File: src/rtl/rgb565_frame_writer.sv
// Byte-serial RGB565 capture: packs hi/lo byte pairs into 16-bit words and writes
// exactly one raster-ordered frame into the frame RAM per arm request.
module rgb565_frame_writer #(
  parameter int IMG_W  = 320,
  parameter int IMG_H  = 240,
  parameter int ADDR_W = 20
) (
  input  logic              clk,
  input  logic              rstn,
  input  logic              arm,
  input  logic              vsync,
  input  logic              href,
  input  logic              pix_valid,
  input  logic [7:0]        pix_byte,
  output logic              wr_en,
  output logic [ADDR_W-1:0] wr_addr,
  output logic [15:0]       wr_data,
  output logic              frame_done,
  output logic              frame_err,
  output logic              busy,
  output logic [1:0]        state_dbg
);

  localparam int COL_W = (IMG_W > 1) ? $clog2(IMG_W) : 1;
  localparam int ROW_W = $clog2(IMG_H + 1);
  localparam logic [COL_W-1:0]  LAST_COL  = COL_W'(IMG_W - 1);
  localparam logic [ROW_W-1:0]  LAST_ROW  = ROW_W'(IMG_H - 1);
  localparam logic [ROW_W-1:0]  ROW_END   = ROW_W'(IMG_H);
  localparam logic [ADDR_W-1:0] LINE_STEP = ADDR_W'(IMG_W);

  // Valid/ready: there is no backpressure. A byte is consumed on any edge where
  // href & pix_valid are high in ACTIVE; a write is a single-cycle wr_en pulse
  // that the RAM must accept unconditionally.
  typedef enum logic [1:0] {
    S_IDLE    = 2'd0,
    S_WAIT_VS = 2'd1,
    S_ACTIVE  = 2'd2,
    S_FINISH  = 2'd3
  } state_t;

  state_t            state_q, state_d;
  logic              vsync_d_q, href_d_q;
  logic              phase_q, phase_d;
  logic              full_q, full_d;
  logic [7:0]        hi_q, hi_d;
  logic [COL_W-1:0]  col_q, col_d;
  logic [ROW_W-1:0]  row_q, row_d;
  logic [ADDR_W-1:0] addr_q, addr_d;
  logic [ADDR_W-1:0] base_q, base_d;
  logic              wr_en_q, wr_en_d;
  logic [ADDR_W-1:0] wr_addr_q, wr_addr_d;
  logic [15:0]       wr_data_q, wr_data_d;
  logic              frame_done_q, frame_done_d;
  logic              frame_err_q, frame_err_d;
  logic              vs_fall, vs_rise, href_fall;

  always_comb begin
    state_d      = state_q;
    phase_d      = phase_q;
    full_d       = full_q;
    hi_d         = hi_q;
    col_d        = col_q;
    row_d        = row_q;
    addr_d       = addr_q;
    base_d       = base_q;
    wr_en_d      = 1'b0;
    wr_addr_d    = wr_addr_q;
    wr_data_d    = wr_data_q;
    frame_done_d = 1'b0;
    frame_err_d  = 1'b0;
    vs_fall      = vsync_d_q & ~vsync;
    vs_rise      = ~vsync_d_q & vsync;
    href_fall    = href_d_q & ~href;

    unique case (state_q)
      S_IDLE: begin
        if (arm) state_d = S_WAIT_VS;
      end
      S_WAIT_VS: begin
        if (vs_fall) begin
          phase_d = 1'b0;
          full_d  = 1'b0;
          col_d   = '0;
          row_d   = '0;
          addr_d  = '0;
          base_d  = '0;
          state_d = S_ACTIVE;
        end
      end
      S_ACTIVE: begin
        if (vs_rise) begin
          frame_err_d = 1'b1;
          state_d     = S_WAIT_VS;
        end else if (href_fall) begin
          phase_d = 1'b0;
          full_d  = 1'b0;
          if (col_q != '0) begin
            col_d = '0;
            // A short final line leaves no room in the frame: park row past the end.
            if (row_q == LAST_ROW) begin
              row_d = ROW_END;
            end else begin
              row_d  = row_q + 1'b1;
              addr_d = base_q + LINE_STEP;
              base_d = base_q + LINE_STEP;
            end
          end
        end else if (href && pix_valid) begin
          if (!phase_q) begin
            hi_d    = pix_byte;
            phase_d = 1'b1;
          end else begin
            phase_d = 1'b0;
            if (!full_q && row_q != ROW_END) begin
              wr_en_d   = 1'b1;
              wr_addr_d = addr_q;
              wr_data_d = {hi_q, pix_byte};
              if (col_q == LAST_COL) begin
                col_d  = '0;
                full_d = 1'b1;
                if (row_q == LAST_ROW) begin
                  state_d = S_FINISH;
                end else begin
                  row_d  = row_q + 1'b1;
                  addr_d = addr_q + 1'b1;
                  base_d = addr_q + 1'b1;
                end
              end else begin
                col_d  = col_q + 1'b1;
                addr_d = addr_q + 1'b1;
              end
            end
          end
        end
      end
      S_FINISH: begin
        // Final write is on the bus this cycle; signal completion right after it.
        frame_done_d = 1'b1;
        state_d      = S_IDLE;
      end
      default: state_d = S_IDLE;
    endcase
  end

  always_ff @(posedge clk or negedge rstn) begin
    if (!rstn) begin
      state_q      <= S_IDLE;
      vsync_d_q    <= 1'b0;
      href_d_q     <= 1'b0;
      phase_q      <= 1'b0;
      full_q       <= 1'b0;
      hi_q         <= '0;
      col_q        <= '0;
      row_q        <= '0;
      addr_q       <= '0;
      base_q       <= '0;
      wr_en_q      <= 1'b0;
      wr_addr_q    <= '0;
      wr_data_q    <= '0;
      frame_done_q <= 1'b0;
      frame_err_q  <= 1'b0;
    end else begin
      state_q      <= state_d;
      vsync_d_q    <= vsync;
      href_d_q     <= href;
      phase_q      <= phase_d;
      full_q       <= full_d;
      hi_q         <= hi_d;
      col_q        <= col_d;
      row_q        <= row_d;
      addr_q       <= addr_d;
      base_q       <= base_d;
      wr_en_q      <= wr_en_d;
      wr_addr_q    <= wr_addr_d;
      wr_data_q    <= wr_data_d;
      frame_done_q <= frame_done_d;
      frame_err_q  <= frame_err_d;
    end
  end

  assign wr_en      = wr_en_q;
  assign wr_addr    = wr_addr_q;
  assign wr_data    = wr_data_q;
  assign frame_done = frame_done_q;
  assign frame_err  = frame_err_q;
  assign busy       = (state_q != S_IDLE);
  assign state_dbg  = state_q;

endmodule

File: config.mk
export PLATFORM = sky130hd
export DESIGN_NAME = rgb565_frame_writer
export DESIGN_NICKNAME = d
export VERILOG_FILES = /design/src/rtl/rgb565_frame_writer.sv
export SDC_FILE = /design/constraint.sdc
export NUM_CORES = 1
export LEC_CHECK = 0
export CAP_MARGIN = 5
export CORE_UTILIZATION = 60
export CTS_BUF_LIST = sky130_fd_sc_hd__clkbuf_4 sky130_fd_sc_hd__clkbuf_8
export CTS_CLUSTER_SIZE = 14
export DETAILED_ROUTE_END_ITERATION = 12
export PLACE_DENSITY = 0.93
export SKIP_LAST_GASP = 1
export SYNTH_ARGS = -nofsm -noshare
export SYNTH_HDL_FRONTEND = slang
export SYNTH_SLANG_ARGS = --single-unit
File: constraint.sdc
create_clock -name clk -period 3.5 [get_ports clk]
set_input_delay 0.7 -clock clk [delete_from_list [all_inputs] [get_ports clk]]
set_output_delay 0.7 -clock clk [all_outputs]
set_load 0.05 [all_outputs]
==> key figures, run 1 <==
Run status
  • Status: finished, final reports clean

Route
  • # DRC: 0
  • Total Wirelength: 13200 um
  • Vias/cell: around 6.6
  • First-pass iteration count of the detailed router: 5
  • Initial drt markers: 544
  • Wire length per cell: between 15 and 20 um
  • DRT antenna net count: 0
  • DR vias: 4519

Cells and area
  • Fillers: 587
  • ANT cells: 0
  • Util after Layout: 0.701
  • Design area: ~0.0064 mm^2
  • Multi-input gate area: 0.00263 mm^2
  • Layout cells sized above 1: 0.148
  • FF+latch area: 0.00275 mm^2
  • Final net count: 591
  • Layout area overhead: 14.1%

Floorplan
  • Core area: around 0.009 mm^2
  • Die X: between 90 and 100 um
  • Die area: between 0.009 and 0.01 mm^2
  • Row cnt: 35
  • Starting density of the core: 0.614
  • Die Ht: 99.0 um
  • Boundary Pins: 56

Place
  • HPWL after DPL: 9220 um
  • Post-DP Area: roughly 0.0062 mm^2
  • Port Buf Inserts: 55
  • Routability cong.: 0.900

Worst setup path
  • Crit Path Max Fanout: 31
  • RR Startpoint: state_dbg[0]
  • Req. time, crit path: 3770 ps
  • CP Class: flop to flop
  • Crit. End Element: flop
  • R2R depth: 7
  • CP Launch Type: flop
  • WP data arrival: between 3000 and 4000 ps
  • R2R Setup Slk: roughly 700 ps
  • Worst Setup SP: state_dbg[0]
  • Worst r2r dst: addr_q[19]

Timing
  • Final setup viols: 0
  • Setup TNS Final: 0 ps
  • Final period utilization: 0.804
  • Minimum clock period: 2810 ps
  • Slew Limit Fails: 0
  • Slew HR: 0.341
  • Final Hold Vio Count: 0
  • Actual slew at the worst max-slew pin: 988 ps
  • RSZ-0062 raised after global routing: false
  • F_max: 355 MHz
  • Final Skew: 10.7 ps

Logic synthesis
  • Synth Register Bits: 110
  • Synth async-reset ratio: 1.00
  • Netlist Area Pre-Place: 0.00565 mm^2
  • Syn Area/Cell: 10.8 um^2
  • Simple-gate share of the synthesized area: 0.148
  • Dominant cell by count in the synthesized netlist: dfrtp_1
  • Sequential-to-total area share from yosys stat: 0.487
  • Top_reg_cell synth: dfrtp_1
  • Synth cell count leaders: 110 x dfrtp_1, 40 x mux2_2, 33 x nand2_1, 26 x inv_1, 26 x o21ai_0
  • Largest area contributor in the netlist: dfrtp_1
  • Complex-gate fraction of the synthesized area: 0.176
  • Synth Area in XOR/XNOR: 0.0357
  • Post-Synthesis Cells: 522
  • Largest family of logic cells by synthesized area: compound AO/OA/AOI/OAI gates
  • Yosys top cell area share: 0.487
  • Dominant cells by area after synthesis: dfrtp_1 49%, mux2_2 8.0%, a22o_1 2.9%
  • Adder-Cell Fraction of Synth Area: 0.0133
  • Post-synthesis cell type count: 68
  • Post-synth EDFFs: 0
  • YS warnings: 0
  • Multiplexer area fraction after synthesis: 0.0921
  • Syn Nets: 542

GRT
  • GRT Util Overall: 0.289
  • GRT overflow: 0
  • Pin count of the biggest net entering global routing: 82
  • Vias in the first global route: 4438
  • Initial antenna violation count: 0
  • First-pass GRT wire length: 22100 um

Clock network
  • Clock Path Buffers: 2
  • Cts hold-fix bufs: 0
  • Clock latency on the worst-skew pair: 380 ps
  • CTS root buf: clkbuf_8
  • Num CTS Buffers: 9
  • CTS Sinks: 110
  • Clk pin slew, worst setup/hold paths: 110 ps
  • # H-tree levels: 3
  • CTS tree: yes
  • # Post-CTS Setup Buffers: 0
  • CTS resizes: 0

Job
  • Maxcap violations: 0

Worst hold path
  • Hold crit path type: primary input to async pin

Power and ir drop
  • PD cells: roughly 460 mW/mm^2
  • Total Power: 2.98 mW
  • LEAKAGE: 2.73 nW
  • Maximum VDD drop: 0.000352 V
-- metrics by stage --
stage / hold slack [ps] / cells / setup slack, ps
floorplan: 404 / 522 / 1300
detailed placement: 481 / 671 / 443
CTS: 504 / 687 / 736
finish: 469 / 687 / 687
global route: 526 / 687 / 536
global placement: 484 / 671 / 578
-- registers in the layout, summed over array words and instances (netlist names) --
register    flops
addr_q         20
base_q         20
col_q           9
frame_done      1
frame_err       1
full_q          1
hi_q            8
href_d_q        1
phase_q         1
row_q           8
state_dbg       2
vsync_d_q       1
wr_addr        20
wr_data        16
wr_en           1
-- worst max-delay path, cell delays in order (launching register included) --
cell and delay, ps:
dfrtp_1 460, nand2b_1 450, buf_4 330, o21ai_2 260
o21ai_2 120, buf_12 180, or2_1 460, o41ai_1 430
-- metal layers --
layer  global-route usage  up-vias  routed length [um]
met5                    0        -                   0
met4                0.116        0                 294
met3               0.0780       38                1230
met2                0.449      311                6310
met1                0.389     2139                5410
li1                     -     2031                   -
-- worst max path at each step --
stage            endpoint  slack [ps]
6_report       addr_q[19]         690
5_1_grt        addr_q[18]         540
4_1_cts        addr_q[19]         740
3_5_place_dp   addr_q[19]         440
3_3_place_gp   addr_q[19]         580
2_1_floorplan    col_q[7]        1300
-- kinds of logic after synthesis --
logic type | count (synthesis)
DFF | 110
adders and majority gates | 6
buffers and inverters | 52
xor gates and xnor gates | 23
and+or+nand+nor | 152
AOI/OAI and AO/OA | 132
muxes | 47
-- layout by cell type, fill, tap and decap left out, drive strengths merged, types with 5 or more instances in the layout --
cell type,count
o2bb2ai,10
mux2i,7
clkdlybuf4s50,54
nand4,8
o31ai,13
dfrtp,110
xor2,9
a21oi,15
or3,6
ha,6
buf,10
xnor2,14
o22ai,7
nor4,8
nor2,25
inv,29
nor3,19
nand2b,5
nand2,33
o211ai,6
nand3,20
mux2,40
o21ai,29
clkbuf,10
a22o,19
-- report_power, final --
| group | total [mW] | leakage, nW | internal [mW] | switching, mW |
|---|---|---|---|---|
| registers | 1.47 | 1.52 | 1.38 | 0.0979 |
| logic | 0.728 | 1.11 | 0.261 | 0.466 |
| clock network | 0.778 | 0.102 | 0.298 | 0.480 |
-- cell type report --
type	count	share of cell area
clock buffers	10	0.0213
clock inverters	6	0.00970
inverters	26	0.0151
multi-input cells	360	0.408
flip-flops and latches	110	0.427
well taps	111	0.0215
repair buffers	64	0.0974
Power figures use the tool's default switching activity.
==> run 2, diff against run 1 <==
Settings changed: CORE_UTILIZATION 60 to 59, PLACE_DENSITY 0.93 to 0.92.
Clock period 3.5 ns to 2.83 ns, I/O delays scaled along.
==> run 2 against run 1 <==
Compared with the run above:
- register-to-register slack lost 460 ps
- combinational power grew 30%
- via count is 3.4% higher
- sequential share of layout area decreased by 0.85 points
- maximum frequency is 8.1% higher
- critical endpoint is now addr_q[10]
- largest cell class unchanged
- highest routed layer unchanged
==> key figures, run 2 (synthesis gave the netlist of run 1 again) <==
Power and ir drop
  • Net switching power figure: around 1.3 mW
  • Maximum VDD drop: about 0.00045 V
  • Switching Fraction: 0.360
  • PD cells: around 570 mW/mm^2
  • Combinational Power Share: 0.253
  • LEAKAGE: 2.80 nW
  • Internal power: 2.39 mW
  • Clock network fraction of design power: 0.258
  • Seq pwr share: 0.489

Floorplan
  • Core area: 0.00924 mm^2
  • Die X: 99.9 um
  • Row cnt: 35
  • Starting density of the core: 0.612
  • Die Ht: 99.9 um
  • Die area: 0.00997 mm^2
  • Boundary Pins: 56

Clock network
  • CTS root buf: clkbuf_8
  • CTS resizes: 0
  • # H-tree levels: 3
  • # Post-CTS Setup Buffers: 0
  • Clk pin slew, worst setup/hold paths: approximately 130 ps
  • Num CTS Buffers: 9
  • CTS tree: yes
  • Clock latency on the worst-skew pair: approximately 400 ps
  • Cts hold-fix bufs: 0
  • CTS Sinks: 110
  • Clock Path Buffers: 2

Timing
  • Final Skew: 19.3 ps
  • Final setup viols: 0
  • Slew Limit Fails: 0
  • Slew HR: 0.515
  • RSZ-0062 raised after global routing: false
  • F_max: 384 MHz
  • Minimum clock period: between 2000 and 3000 ps
  • Final Hold Vio Count: 0
  • Final period utilization: 0.920
  • Actual slew at the worst max-slew pin: approximately 730 ps
  • Setup TNS Final: 0 ps

Worst setup path
  • CP Class: flop to flop
  • Worst r2r dst: addr_q[10]
  • CP Launch Type: flop
  • R2R Setup Slk: 230 ps
  • Crit Path Max Fanout: 15
  • RR Startpoint: col_q[5]
  • WP data arrival: between 2000 and 3000 ps
  • Req. time, crit path: 3070 ps
  • R2R depth: 5
  • Crit. End Element: flop

Run status
  • Status: finished, final reports clean

Cells and area
  • ANT cells: 0
  • FF+latch area: roughly 0.0028 mm^2
  • Layout cells sized above 1: 0.166
  • Layout area overhead: 16.5%
  • Final net count: 604
  • Most frequent cells in the layout: 110 x dfrtp_1, 54 x clkdlybuf4s50_1, 40 x mux2_2
  • Multi-input gate area: 0.00263 mm^2
  • Commonest non-fill, non-tap cell in the layout: dfrtp_1
  • Design area: 0.00658 mm^2
  • Fillers: 587

Place
  • HPWL after DPL: between 10000 and 15000 um
  • Post-DP Area: between 0.006 and 0.007 mm^2
  • Port Buf Inserts: 55
  • Routability cong.: 0.892

Worst hold path
  • Hold crit path type: primary input to async pin

Route
  • # DRC: 0
  • First-pass iteration count of the detailed router: 5
  • Initial drt markers: 549
  • DRT antenna net count: 0
  • Wire length per cell: 20.2 um
  • Total Wirelength: 14500 um
  • DR vias: between 4000 and 5000
  • Vias/cell: 6.51

GRT
  • Initial antenna violation count: 0
  • First-pass GRT wire length: about 24000 um
  • Pin count of the biggest net entering global routing: 55
  • Vias in the first global route: 4707
  • GRT overflow: 0
  • GRT Util Overall: 0.307

Job
  • Maxcap violations: 0
==> run 2: power by group through the flow <==
stage          clock network [mW]  logic [mW]  registers, mW
6_report                    0.963       0.946           1.83
5_1_grt                      1.01       0.996           1.84
4_1_cts                     0.959       0.929           1.82
3_5_place_dp                    0       0.925           1.85
3_3_place_gp                    0       0.873           1.83
2_1_floorplan                   0       0.502           1.95
==> run 2: worst max-delay path by stage <==
stage                      start  slack (ps)         end  depth (start not counted)
floorplan           state_dbg[1]         720     hi_q[0]                          5
global placement            href         130  addr_q[19]                          7
detailed placement          href          80  addr_q[19]                          7
CTS                     col_q[5]         340  addr_q[10]                          5
global route            col_q[5]         100  addr_q[10]                          5
finish                  col_q[5]         230  addr_q[10]                          5
==> run 2: critical path: stages (launching register included) <==
cell and delay, ps:
dfrtp_1 490, nor4_1 420, a41oi_1 270, o21ai_2 560, or2_1 530, o31ai_1 170
==> run 2: metal layers <==
metal  global-route usage  up-vias  wire, um
li1                     -     2059         -
met1                0.407     2262      5770
met2                0.487      282      6850
met4                0.138        0       563
met5                    0        -         0
met3               0.0675       70      1310
==> run 2: layout make-up <==
| type | count | share of cell area |
|---|---|---|
| sequential | 110 | 0.418 |
| multi-input combinational | 360 | 0.400 |
| timing repair buffer | 77 | 0.112 |
| tap | 129 | 0.0245 |
| clock buffer | 9 | 0.0188 |
| inverter | 26 | 0.0148 |
| clock inverter | 7 | 0.0114 |
==> run 2: through the flow <==
step | std cells | util | setup WS, ps | power [mW] | hold WS [ps]
after floorplan | 522 | - | 715 | 2.45 | 270
after global placement | 702 | 0.691 | 134 | 2.70 | 466
after detailed placement | 702 | 0.691 | 80.7 | 2.78 | 472
after CTS | 718 | 0.712 | 340 | 3.71 | 253
after global routing | 718 | 0.712 | 99.5 | 3.85 | 284
final | 718 | 0.712 | 227 | 3.74 | 222
==> run 3, diff against run 2 <==
Settings changed: CAP_MARGIN 5 to unset.
Clock period 2.83 ns to 2.43 ns, I/O delays scaled along.
==> run 3 against run 2 <==
Compared with the run above:
- critical path depth down 3
- power up 15%
- sequential power up 16%
- via count up 0.28%
- design area up 1.7%
- register-to-register slack worse by 130 ps
- utilization up 1.2 points
- setup slack worse by 150 ps
- clock power up 10%
==> key figures, run 3 (synthesis gave the netlist of run 1 again) <==
Run status
  • Status: finished, final reports clean

Power and ir drop
  • Maximum VDD drop: approximately 0.00047 V
  • PD cells: between 600 and 700 mW/mm^2
  • LEAKAGE: 2.87 nW

Worst setup path
  • Req. time, crit path: 1940 ps
  • RR Startpoint: row_q[0]
  • Crit Path Max Fanout: 8
  • Worst r2r dst: row_q[1]
  • CP Class: flop to output port
  • R2R depth: 7
  • WP data arrival: between 1500 and 2000 ps
  • Worst Setup SP: state_dbg[1]
  • Crit. End Element: output port
  • CP Launch Type: flop
  • R2R Setup Slk: 100 ps
  • Critical path destination: busy

Clock network
  • # H-tree levels: 3
  • Clock Path Buffers: 2
  • Num CTS Buffers: 9
  • Cts hold-fix bufs: 0
  • Clk pin slew, worst setup/hold paths: 110 ps
  • CTS Sinks: 110
  • Clock latency on the worst-skew pair: 380 ps
  • CTS root buf: clkbuf_8
  • CTS tree: yes

Timing
  • F_max: 424 MHz
  • Slew HR: 0.628
  • RSZ-0062 raised after global routing: false
  • Final period utilization: 0.970
  • Final Skew: ~14 ps
  • Final Hold Vio Count: 0
  • Slew Limit Fails: 0
  • Setup TNS Final: 0 ps
  • Minimum clock period: 2360 ps
  • Actual slew at the worst max-slew pin: 557 ps
  • Final setup viols: 0

Floorplan
  • Starting density of the core: 0.612
  • Core area: ~0.0092 mm^2
  • Row cnt: 35
  • Die X: 99.9 um
  • Die Ht: between 90 and 100 um
  • Die area: 0.00997 mm^2
  • Boundary Pins: 56

GRT
  • First-pass GRT wire length: 23400 um
  • GRT Util Overall: 0.304
  • Pin count of the biggest net entering global routing: 53
  • Vias in the first global route: 4764
  • GRT overflow: 0
  • Initial antenna violation count: 0

Cells and area
  • Fin cells: between 700 and 800
  • ANT cells: 0
  • Commonest non-fill, non-tap cell in the layout: dfrtp_1
  • Most frequent cells in the layout: 110 x dfrtp_1, 54 x clkdlybuf4s50_1, 40 x mux2_2
  • Final net count: between 600 and 700
  • Layout area overhead: 18.4%
  • Util after Layout: 0.724
  • Layout cells sized above 1: 0.190
  • Fillers: about 560

Place
  • Placed cells: 718
  • HPWL after DPL: 10100 um
  • Routability cong.: a little under 0.9
  • Port Buf Inserts: between 50 and 60

Worst hold path
  • Hold crit path type: primary input to async pin

Route
  • Vias/cell: 6.38
  • Initial drt markers: 473
  • Wire length per cell: a little under 20 um
  • DR vias: 4686
  • Total Wirelength: 14200 um
  • # DRC: 0
  • DRT antenna net count: 0
  • First-pass iteration count of the detailed router: 7

Job
  • Maxcap violations: 0
[run 3: changes by cell type in the layout (fill, tap and decap cells not counted)]
cell / before / now
clkbuf_4: 0 / 1
clkinv_8: 2 / 0
clkinv_4: 0 / 2
clkinvlp_4: 0 / 1
clkinv_2: 1 / 0
inv_6: 3 / 2
nor3b_2: 0 / 1
nor3b_1: 3 / 2
buf_4: 21 / 37
[run 3: worst min path at each step]
stage	to	slack, ps	cells after the start
6_report	wr_en	80	1
5_1_grt	addr_q[14]	120	1
4_1_cts	addr_q[14]	90	1
3_5_place_dp	wr_addr[4]	470	2
3_3_place_gp	wr_addr[4]	470	2
2_1_floorplan	addr_q[0]	190	0
[run 3: cell type report]
class                   count  area [um^2]  area share
inverters                  26         97.6      0.0146
multi-input cells         360         2640       0.394
clock buffers              10          131      0.0196
clock inverters             6         53.8     0.00804
flip-flops and latches    110         2750       0.411
repair buffers             93          858       0.128
well taps                 129          161      0.0241
[run 3: worst max-delay path, stage by stage, from the launching register on]
cell	delay [ps]
dfrtp_1	460
or2_2	330
clkdlybuf4s50_1	700
[run 3: repair_timing]
action	in CTS	in global routing
resized for setup	1	0
setup buffers	0	0
pin swaps	0	1
setup endpoints to repair	32	2
[run 3: power breakdown]
group	total [mW]	internal (mW)	switching, mW
Clock	1.06	0.403	0.658
Sequential	2.12	1.98	0.136
Combinational	1.12	0.428	0.694
[run 3: per-layer routing]
metal	wire length, um	up-vias	track usage
met2	6780	284	0.495
met5	0	-	0
met1	5690	2269	0.398
met4	477	0	0.150
li1	-	2085	-
met3	1210	48	0.0487
[run 3: stage by stage]
| stage | area (um^2) | worst slack [ps] | hold slack [ps] | power (mW) |
|---|---|---|---|---|
| after floorplan | 5650 | 315 | 190 | 2.85 |
| after global placement | 6500 | 18.6 | 468 | 3.18 |
| after detailed placement | 6500 | -103 | 472 | 3.25 |
| after CTS | 6690 | 71.4 | 90.8 | 4.29 |
| after global routing | 6690 | 7.02 | 117 | 4.46 |
| final | 6690 | 72.7 | 75.8 | 4.30 |
